<file path="config.mk">
export PLATFORM = sky130hd
export DESIGN_NAME = arcade_input_conditioner
export DESIGN_NICKNAME = d
export VERILOG_FILES = /design/src/rtl/arcade_input_pkg.sv /design/src/rtl/coin_shaper.sv /design/src/rtl/arcade_input_conditioner.sv
export SDC_FILE = /design/constraint.sdc
export NUM_CORES = 1
export LEC_CHECK = 0
export ABC_CLOCK_PERIOD_IN_PS = 2350
export BUFFER_PORTS_ARGS = -buffer_cell sky130_fd_sc_hd__buf_4
export CAP_MARGIN = 10
export CORE_ASPECT_RATIO = 1.75
export CORE_UTILIZATION = 50
export CTS_BUF_LIST = sky130_fd_sc_hd__clkbuf_8
export DETAILED_ROUTE_END_ITERATION = 10
export PLACE_DENSITY = 0.76
export RECOVER_POWER = 25
export SYNTH_ARGS = -nofsm -noshare
export SYNTH_HDL_FRONTEND = slang
export SYNTH_SLANG_ARGS = --single-unit
</file>
<file path="constraint.sdc">
create_clock -name clk_sys -period 2.35 [get_ports clk_sys]
set_input_delay 0.1175 -clock clk_sys [delete_from_list [all_inputs] [get_ports clk_sys]]
set_output_delay 0.1175 -clock clk_sys [all_outputs]
set_load 0.02 [all_outputs]
</file>
<file path="src/rtl/arcade_input_pkg.sv">
// arcade_input_pkg
// Shared constants and types for the System 1 input conditioner:
//   - PS/2 scan codes (arrow keys match on the low 8 bits only)
//   - MiSTer joystick bit indices
//   - coin shaper FSM state encoding
//   - bit positions inside the active-low INP bytes
package arcade_input_pkg;

  // Arrow keys: bit [8] (extended prefix) is ignored when matching
  localparam logic [7:0] PS2_UP    = 8'h75;
  localparam logic [7:0] PS2_DOWN  = 8'h72;
  localparam logic [7:0] PS2_LEFT  = 8'h6B;
  localparam logic [7:0] PS2_RIGHT = 8'h74;

  // Exact 9-bit codes
  localparam logic [8:0] PS2_T1    = 9'h029;
  localparam logic [8:0] PS2_T2    = 9'h014;
  localparam logic [8:0] PS2_F1    = 9'h005;
  localparam logic [8:0] PS2_F2    = 9'h006;
  localparam logic [8:0] PS2_ST1   = 9'h016;
  localparam logic [8:0] PS2_ST2   = 9'h01E;
  localparam logic [8:0] PS2_COIN1 = 9'h02E;
  localparam logic [8:0] PS2_COIN2 = 9'h036;
  localparam logic [8:0] PS2_L2    = 9'h023;
  localparam logic [8:0] PS2_R2    = 9'h034;
  localparam logic [8:0] PS2_T1_2  = 9'h01C;
  localparam logic [8:0] PS2_T2_2  = 9'h01B;

  // Joystick word bit indices
  localparam int JOY_R    = 0;
  localparam int JOY_L    = 1;
  localparam int JOY_T1   = 4;
  localparam int JOY_T2   = 5;
  localparam int JOY_ST1  = 6;
  localparam int JOY_ST2  = 7;
  localparam int JOY_COIN = 8;

  // INP byte bit positions (bytes are active-low)
  localparam int INP_T1   = 1;
  localparam int INP_T2   = 2;
  localparam int INP_R    = 6;
  localparam int INP_L    = 7;
  localparam int INP_COIN = 0;
  localparam int INP_ST1  = 4;
  localparam int INP_ST2  = 5;

  typedef enum logic [1:0] {
    COIN_IDLE  = 2'd0,
    COIN_PULSE = 2'd1,
    COIN_GAP   = 2'd2
  } coin_st_t;

  typedef struct packed {
    logic l;
    logic r;
    logic t2;
    logic t1;
  } player_t;

  typedef struct packed {
    logic up;
    logic down;
    logic left;
    logic right;
    logic t1;
    logic t2;
    logic f1;
    logic f2;
    logic st1;
    logic st2;
    logic coin1;
    logic coin2;
    logic l2;
    logic r2;
    logic t1_2;
    logic t2_2;
  } keys_t;

  // Active-low player byte in the System 1 layout
  function automatic logic [7:0] player_byte(input player_t p);
    logic [7:0] b;
    b         = 8'hFF;
    b[INP_L]  = ~p.l;
    b[INP_R]  = ~p.r;
    b[INP_T2] = ~p.t2;
    b[INP_T1] = ~p.t1;
    return b;
  endfunction

endpackage

</file>
<file path="src/rtl/coin_shaper.sv">
// coin_shaper
// Turns coin request edges into coin pulses of COIN_MS ms followed by at
// least GAP_MS ms of inactivity. Up to three further edges are queued.
//
// Ports:
//   clk_sys  in   system clock
//   reset    in   asynchronous active-high reset
//   req      in   coin request level (edge-detected internally)
//   coin     out  coin asserted (high for exactly COIN_MS*CLK_KHZ cycles)
//   busy     out  FSM not idle or requests pending
//
// state      | meaning
// -----------+------------------------------------------------------
// COIN_IDLE  | no pulse in progress; starts one on pending or new edge
// COIN_PULSE | coin asserted, counting COIN_MS ticks
// COIN_GAP   | coin released, counting GAP_MS ticks
module coin_shaper
  import arcade_input_pkg::*;
#(
  parameter int CLK_KHZ = 48000,
  parameter int COIN_MS = 50,
  parameter int GAP_MS  = 80
) (
  input  logic clk_sys,
  input  logic reset,
  input  logic req,
  output logic coin,
  output logic busy
);

  localparam int MS_MAX = (COIN_MS > GAP_MS) ? COIN_MS : GAP_MS;
  localparam int PW     = $clog2(CLK_KHZ + 1);
  localparam int MW     = $clog2(MS_MAX + 1);

  localparam logic [PW-1:0] PRE_TC  = PW'(CLK_KHZ - 1);
  localparam logic [MW-1:0] MS_COIN = MW'(COIN_MS - 1);
  localparam logic [MW-1:0] MS_GAP  = MW'(GAP_MS - 1);

  coin_st_t      st_q, st_nxt;
  logic [PW-1:0] presc_q, presc_nxt;
  logic [MW-1:0] ms_q, ms_nxt;
  logic [1:0]    pend_q, pend_nxt;
  logic          req_q;
  logic          rise;
  logic          tick;
  logic          start_ok;
  logic          take;

  assign rise     = req & ~req_q;
  assign tick     = (presc_q == PRE_TC);
  // A fresh edge can start a pulse directly without first landing in pending
  assign start_ok = (pend_q != 2'd0) | rise;

  always_comb begin
    st_nxt    = st_q;
    ms_nxt    = ms_q;
    presc_nxt = tick ? '0 : presc_q + 1'b1;
    take      = 1'b0;
    case (st_q)
      COIN_IDLE: begin
        presc_nxt = '0;
        if (start_ok) begin
          st_nxt = COIN_PULSE;
          ms_nxt = MS_COIN;
          take   = 1'b1;
        end
      end
      COIN_PULSE: begin
        if (tick) begin
          if (ms_q == '0) begin
            st_nxt = COIN_GAP;
            ms_nxt = MS_GAP;
          end else begin
            ms_nxt = ms_q - 1'b1;
          end
        end
      end
      COIN_GAP: begin
        if (tick) begin
          if (ms_q == '0) begin
            // IDLE is passed through in zero time when more coins are due,
            // so back-to-back pulses are spaced by exactly the gap.
            if (start_ok) begin
              st_nxt = COIN_PULSE;
              ms_nxt = MS_COIN;
              take   = 1'b1;
            end else begin
              st_nxt = COIN_IDLE;
              ms_nxt = '0;
            end
          end else begin
            ms_nxt = ms_q - 1'b1;
          end
        end
      end
      default: begin
        st_nxt    = COIN_IDLE;
        ms_nxt    = '0;
        presc_nxt = '0;
      end
    endcase
  end

  // Simultaneous edge and pulse start cancel; saturate at 3
  always_comb begin
    pend_nxt = pend_q;
    if (rise && !take && (pend_q != 2'd3))
      pend_nxt = pend_q + 2'd1;
    else if (take && !rise)
      pend_nxt = pend_q - 2'd1;
  end

  always_ff @(posedge clk_sys or posedge reset) begin
    if (reset) begin
      st_q    <= COIN_IDLE;
      presc_q <= '0;
      ms_q    <= '0;
      pend_q  <= 2'd0;
      req_q   <= 1'b0;
    end else begin
      st_q    <= st_nxt;
      presc_q <= presc_nxt;
      ms_q    <= ms_nxt;
      pend_q  <= pend_nxt;
      req_q   <= req;
    end
  end

  assign coin = (st_q == COIN_PULSE);
  assign busy = (st_q != COIN_IDLE) || (pend_q != 2'd0);

endmodule

</file>
<file path="src/rtl/arcade_input_conditioner.sv">
// arcade_input_conditioner
// Keyboard/joystick front end for the SEGASYSTEM1 core: decodes PS/2 key
// events into held keys, merges them with both joysticks and produces the
// registered active-low INP0/INP1/INP2 bytes. Coin requests are shaped by
// coin_shaper.
//
// Ports:
//   clk_sys    in   system clock
//   reset      in   asynchronous active-high reset
//   ps2_key    in   [10] toggle, [9] pressed, [8:0] code
//   joystk1/2  in   [0]R [1]L [4]T1 [5]T2 [6]St1 [7]St2 [8]Coin
//   cabinet    in   0 = upright (P2 OR'd into P1), 1 = cocktail
//   inp0/inp1  out  ~{L,R,3'b0,T2,T1,1'b0} for P1/P2
//   inp2       out  ~{2'b0,St2,St1,3'b0,Coin}
//   coin_busy  out  coin shaper active or coins pending
//
// Build option: define INPUT_SOCD_EN to resolve L+R on one player to neither.
module arcade_input_conditioner
  import arcade_input_pkg::*;
#(
  parameter int CLK_KHZ = 48000,
  parameter int COIN_MS = 50,
  parameter int GAP_MS  = 80
) (
  input  logic        clk_sys,
  input  logic        reset,
  input  logic [10:0] ps2_key,
  input  logic [15:0] joystk1,
  input  logic [15:0] joystk2,
  input  logic        cabinet,
  output logic [7:0]  inp0,
  output logic [7:0]  inp1,
  output logic [7:0]  inp2,
  output logic        coin_busy
);

  logic       tog_q;
  keys_t      keys_q;
  logic [8:0] code;
  logic       pressed;
  logic       key_evt;

  assign code    = ps2_key[8:0];
  assign pressed = ps2_key[9];
  assign key_evt = ps2_key[10] != tog_q;

  always_ff @(posedge clk_sys or posedge reset) begin
    if (reset) begin
      tog_q  <= 1'b0;
      keys_q <= '0;
    end else begin
      tog_q <= ps2_key[10];
      if (key_evt) begin
        if (code[7:0] == PS2_UP)    keys_q.up    <= pressed;
        if (code[7:0] == PS2_DOWN)  keys_q.down  <= pressed;
        if (code[7:0] == PS2_LEFT)  keys_q.left  <= pressed;
        if (code[7:0] == PS2_RIGHT) keys_q.right <= pressed;
        if (code == PS2_T1)         keys_q.t1    <= pressed;
        if (code == PS2_T2)         keys_q.t2    <= pressed;
        if (code == PS2_F1)         keys_q.f1    <= pressed;
        if (code == PS2_F2)         keys_q.f2    <= pressed;
        if (code == PS2_ST1)        keys_q.st1   <= pressed;
        if (code == PS2_ST2)        keys_q.st2   <= pressed;
        if (code == PS2_COIN1)      keys_q.coin1 <= pressed;
        if (code == PS2_COIN2)      keys_q.coin2 <= pressed;
        if (code == PS2_L2)         keys_q.l2    <= pressed;
        if (code == PS2_R2)         keys_q.r2    <= pressed;
        if (code == PS2_T1_2)       keys_q.t1_2  <= pressed;
        if (code == PS2_T2_2)       keys_q.t2_2  <= pressed;
      end
    end
  end

  player_t p1_raw, p2_raw, p1, p2;
  logic    st1, st2, coin_req;

  always_comb begin
    p2_raw.l  = keys_q.l2   | joystk2[JOY_L];
    p2_raw.r  = keys_q.r2   | joystk2[JOY_R];
    p2_raw.t1 = keys_q.t1_2 | joystk2[JOY_T1];
    p2_raw.t2 = keys_q.t2_2 | joystk2[JOY_T2];

    p1_raw.l  = keys_q.left  | joystk1[JOY_L]  | (~cabinet & p2_raw.l);
    p1_raw.r  = keys_q.right | joystk1[JOY_R]  | (~cabinet & p2_raw.r);
    p1_raw.t1 = keys_q.t1    | joystk1[JOY_T1] | (~cabinet & p2_raw.t1);
    p1_raw.t2 = keys_q.t2    | joystk1[JOY_T2] | (~cabinet & p2_raw.t2);

    p1 = p1_raw;
    p2 = p2_raw;
`ifdef INPUT_SOCD_EN
    // Cleaned after the upright merge so P2's stick counts toward P1's L+R
    if (p1_raw.l && p1_raw.r) begin
      p1.l = 1'b0;
      p1.r = 1'b0;
    end
    if (p2_raw.l && p2_raw.r) begin
      p2.l = 1'b0;
      p2.r = 1'b0;
    end
`endif
  end

  assign st1 = keys_q.f1 | keys_q.st1 | joystk1[JOY_ST1] | joystk2[JOY_ST1];
  assign st2 = keys_q.f2 | keys_q.st2 | joystk1[JOY_ST2] | joystk2[JOY_ST2];
  assign coin_req = keys_q.f1 | keys_q.f2 | keys_q.coin1 | keys_q.coin2 |
                    joystk1[JOY_COIN] | joystk2[JOY_COIN];

  logic coin, busy;

  coin_shaper #(
    .CLK_KHZ (CLK_KHZ),
    .COIN_MS (COIN_MS),
    .GAP_MS  (GAP_MS)
  ) u_coin_shaper (
    .clk_sys (clk_sys),
    .reset   (reset),
    .req     (coin_req),
    .coin    (coin),
    .busy    (busy)
  );

  logic [7:0] sys_byte;

  always_comb begin
    sys_byte           = 8'hFF;
    sys_byte[INP_ST2]  = ~st2;
    sys_byte[INP_ST1]  = ~st1;
    sys_byte[INP_COIN] = ~coin;
  end

  always_ff @(posedge clk_sys or posedge reset) begin
    if (reset) begin
      inp0      <= 8'hFF;
      inp1      <= 8'hFF;
      inp2      <= 8'hFF;
      coin_busy <= 1'b0;
    end else begin
      inp0      <= player_byte(p1);
      inp1      <= player_byte(p2);
      inp2      <= sys_byte;
      coin_busy <= busy;
    end
  end

  // Decoded or present but not part of the System 1 layout
  logic unused_inputs;
  assign unused_inputs = ^{keys_q.up, keys_q.down,
                           joystk1[15:9], joystk1[3:2],
                           joystk2[15:9], joystk2[3:2]};

endmodule

</file>
==> out/metrics.yaml <==
global_route:
  gr-total-overflow: 0
  antenna_found_initial: 0
  track_usage_pct: 22.7
  grt_max_degree: 31
  grt_pass1_vias: 2356
  grt_pass1_wl_um: 10300
timing:
  holdWs_ns: 0.0190
  worst_slew_pin_slew_ns: 1.06
  max_freq_ghz: 0.449
  rsz0062_at_grt: "false"
  fin_crit_sh_pct: 94.8
  min_period_ns: 2.23
  drv_slew: 0
  tns_ns: 0
  slew_headroom_pct: 29.5
  worst_clock_skew_ns: 0.00925
  setup_viol: 0
  hold_violations: 0
cts:
  post_cts_resized: 0
  clkLatencyLatePin_ns: 0.32
  htree_levels: 2
  cts_setup_buffers: 0
  cts_sinks: 55
  root_buffer: "clkbuf_8"
  clkTransAtPathRegs_ns: 0.11
  cts_tree: "yes"
  cts_hold_buf: 14
  cts_made_buffers: 5
  cts_buffer_depth: 2
die:
  die_w_um: 58.7
  chipHeight_um: 101
  row_count: 35
  dieArea_um2: 5940
  core_area_um2: 5340
  initial_core_util_pct: 52.7
  ioPinCount: 71
final_layout:
  drive_gt1_share_pct: 24.7
  antenna_cells: 0
  final_nets: 391
  syn2layout_area_growth_pct: 22.0
power_and_ir_drop:
  irDropWorstVdd_v: 0.000498
  power_mw: 1.84
  power_density_nw_per_um2: 536
  leakagePower_nw: 1.55
worst_setup_path:
  cp-start-kind: "flop"
  critPathKind: "flop to flop"
  crit_required_ns: 2.59
  cp-end-kind: "flop"
  r2r_start: "u_coin_shaper.ms_q[0]"
  path_max_fanout: 8
  cp.arrival_ns: 2.47
  crit_start: "u_coin_shaper.ms_q[0]"
detailed_routing:
  routed_wl_um: 5980
  avgViaCountPerCell: 5.51
  vias: 2280
  first_pass_iters: 4
  ant_nets: 0
  drc: 0
  drt-initial-drc-count: 78
  wl_per_cell_um: 14.4
synthesis:
  synth-edff-count: 0
  synth.most_common_cell: "dfrtp_1"
  synth_top_area_share_pct: 39.1
  synth.area.top_cells: "dfrtp_1 39%, dfstp_2 10%, mux2_2 5.6%"
  synthFlopType: "dfrtp_1"
  synthCells: 278
  synth-seq-area-share_pct: 49.4
  synth_seq_cells: 55
  synth_common_cells: "44 x dfrtp_1, 38 x nor2_1, 15 x nand2_1, 14 x mux2_2, 13 x buf_4"
  yosysWarnings: 0
  synth-async-reset-ratio_pct: 100
  ys_types: 47
  syn_area_per_cell_um2: 10.1
  synthesis.area_um2: 2810
  synth_top_cell_by_area: "dfrtp_1"
place:
  gp_congestion: 0.829
  port_buffers: 39
  dpl.hpwl_um: 4250
status:
  status: "complete, no violations"
min_path:
  hp-start: "joystk1[8]"
  hold_path.class: "input pin to flop"
flow_run:
  cap_violations: 0
-- placed cells by master (no fill, tap or decap), drive strengths merged, types with 4 or more instances in the layout --
master,synthesis,routed
a21oi,11,11
a31oi,5,5
buf,14,39
clkbuf,3,11
conb,1,13
dfrtp,44,44
dfstp,11,11
dlygate4sd3,0,14
ha,6,6
inv,12,14
mux2,14,14
nand2,15,15
nand2b,5,5
nand3,9,9
nand4,7,7
nor2,38,38
nor2b,5,5
nor3,13,13
nor4,6,6
o21ai,8,8
or3,4,4
xnor2,6,6
xor2,5,5
-- stage by stage --
stage	std cells	instance area [µm²]	util [%]	setup slack [ns]
after detailed placement	392	3190	59.7	0.161
final	414	3430	64.2	0.123
after global placement	392	3190	59.7	0.234
after CTS	414	3430	64.2	0.125
after floorplan	290	2860	-	0.364
after global routing	414	3430	64.2	0.0247
-- sequential cells by signal (all words and copies together) (netlist names) --
name,count
inp2,3
inp1,4
keys_q,14
u_coin_shaper.pend_q,2
u_coin_shaper.req_q,1
inp0,4
u_coin_shaper.st_q,2
coin_busy,1
tog_q,1
u_coin_shaper.ms_q,7
u_coin_shaper.presc_q,16
-- kinds of logic (layout without fill, tap and decap cells) --
logic type | Yosys count | after routing | synth area share (%)
DFF | 55 | 55 | 49.4
other | 1 | 13 | 0.133
and+or+nand+nor | 118 | 118 | 22.3
xor gates and xnor gates | 11 | 11 | 3.42
buffers and inverters | 29 | 79 | 5.60
adders and majority gates | 6 | 6 | 2.67
muxes | 15 | 15 | 5.96
AOI/OAI and AO/OA | 43 | 43 | 10.5
-- final timing paths --
| kind | endpoint | slack, ns | cells after the start |
|---|---|---|---|
| setup / recovery | u_coin_shaper.pend_q[0] | 0.12 | 7 |
| hold / removal | u_coin_shaper.req_q | 0.02 | 3 |
| setup reg to reg | u_coin_shaper.pend_q[0] | 0.12 | 7 |
| hold reg to reg | inp0[1] | 0.40 | 1 |
| max in group asynchronous | inp1[6] | 0.97 | 4 |
| min in group asynchronous | keys_q[2] | 0.61 | 3 |
-- final cells by class --
type | count | area [µm²]
well taps | 74 | 92.6
flip-flops and latches | 55 | 1390
multi-input cells | 206 | 1310
repair buffers | 59 | 490
inverters | 12 | 45.0
clock buffers | 5 | 68.8
fillers | 462 | 1910
clock inverters | 3 | 33.8
-- power by group --
group | total, mW | internal (mW) | switching (mW)
clock network | 0.592 | 0.227 | 0.365
registers | 1.01 | 0.987 | 0.0227
logic | 0.238 | 0.0998 | 0.138
-- worst max-delay path: stages, from the launching register on --
cell and delay (ns):
dfrtp_1 0.44, inv_1 0.08, ha_1 0.20, or4b_4 0.52
nor3_4 0.34, a31oi_4 0.16, a31o_1 0.25, o22ai_1 0.16
-- routing by layer --
layer / GRT usage [%] / routed length, µm
met1: 24.7 / 2300
met2: 41.9 / 3320
met3: 3.07 / 186
met4: 11.2 / 173
met5: 0 / 0
No activity file was read; power rests on OpenSTA's default activity.
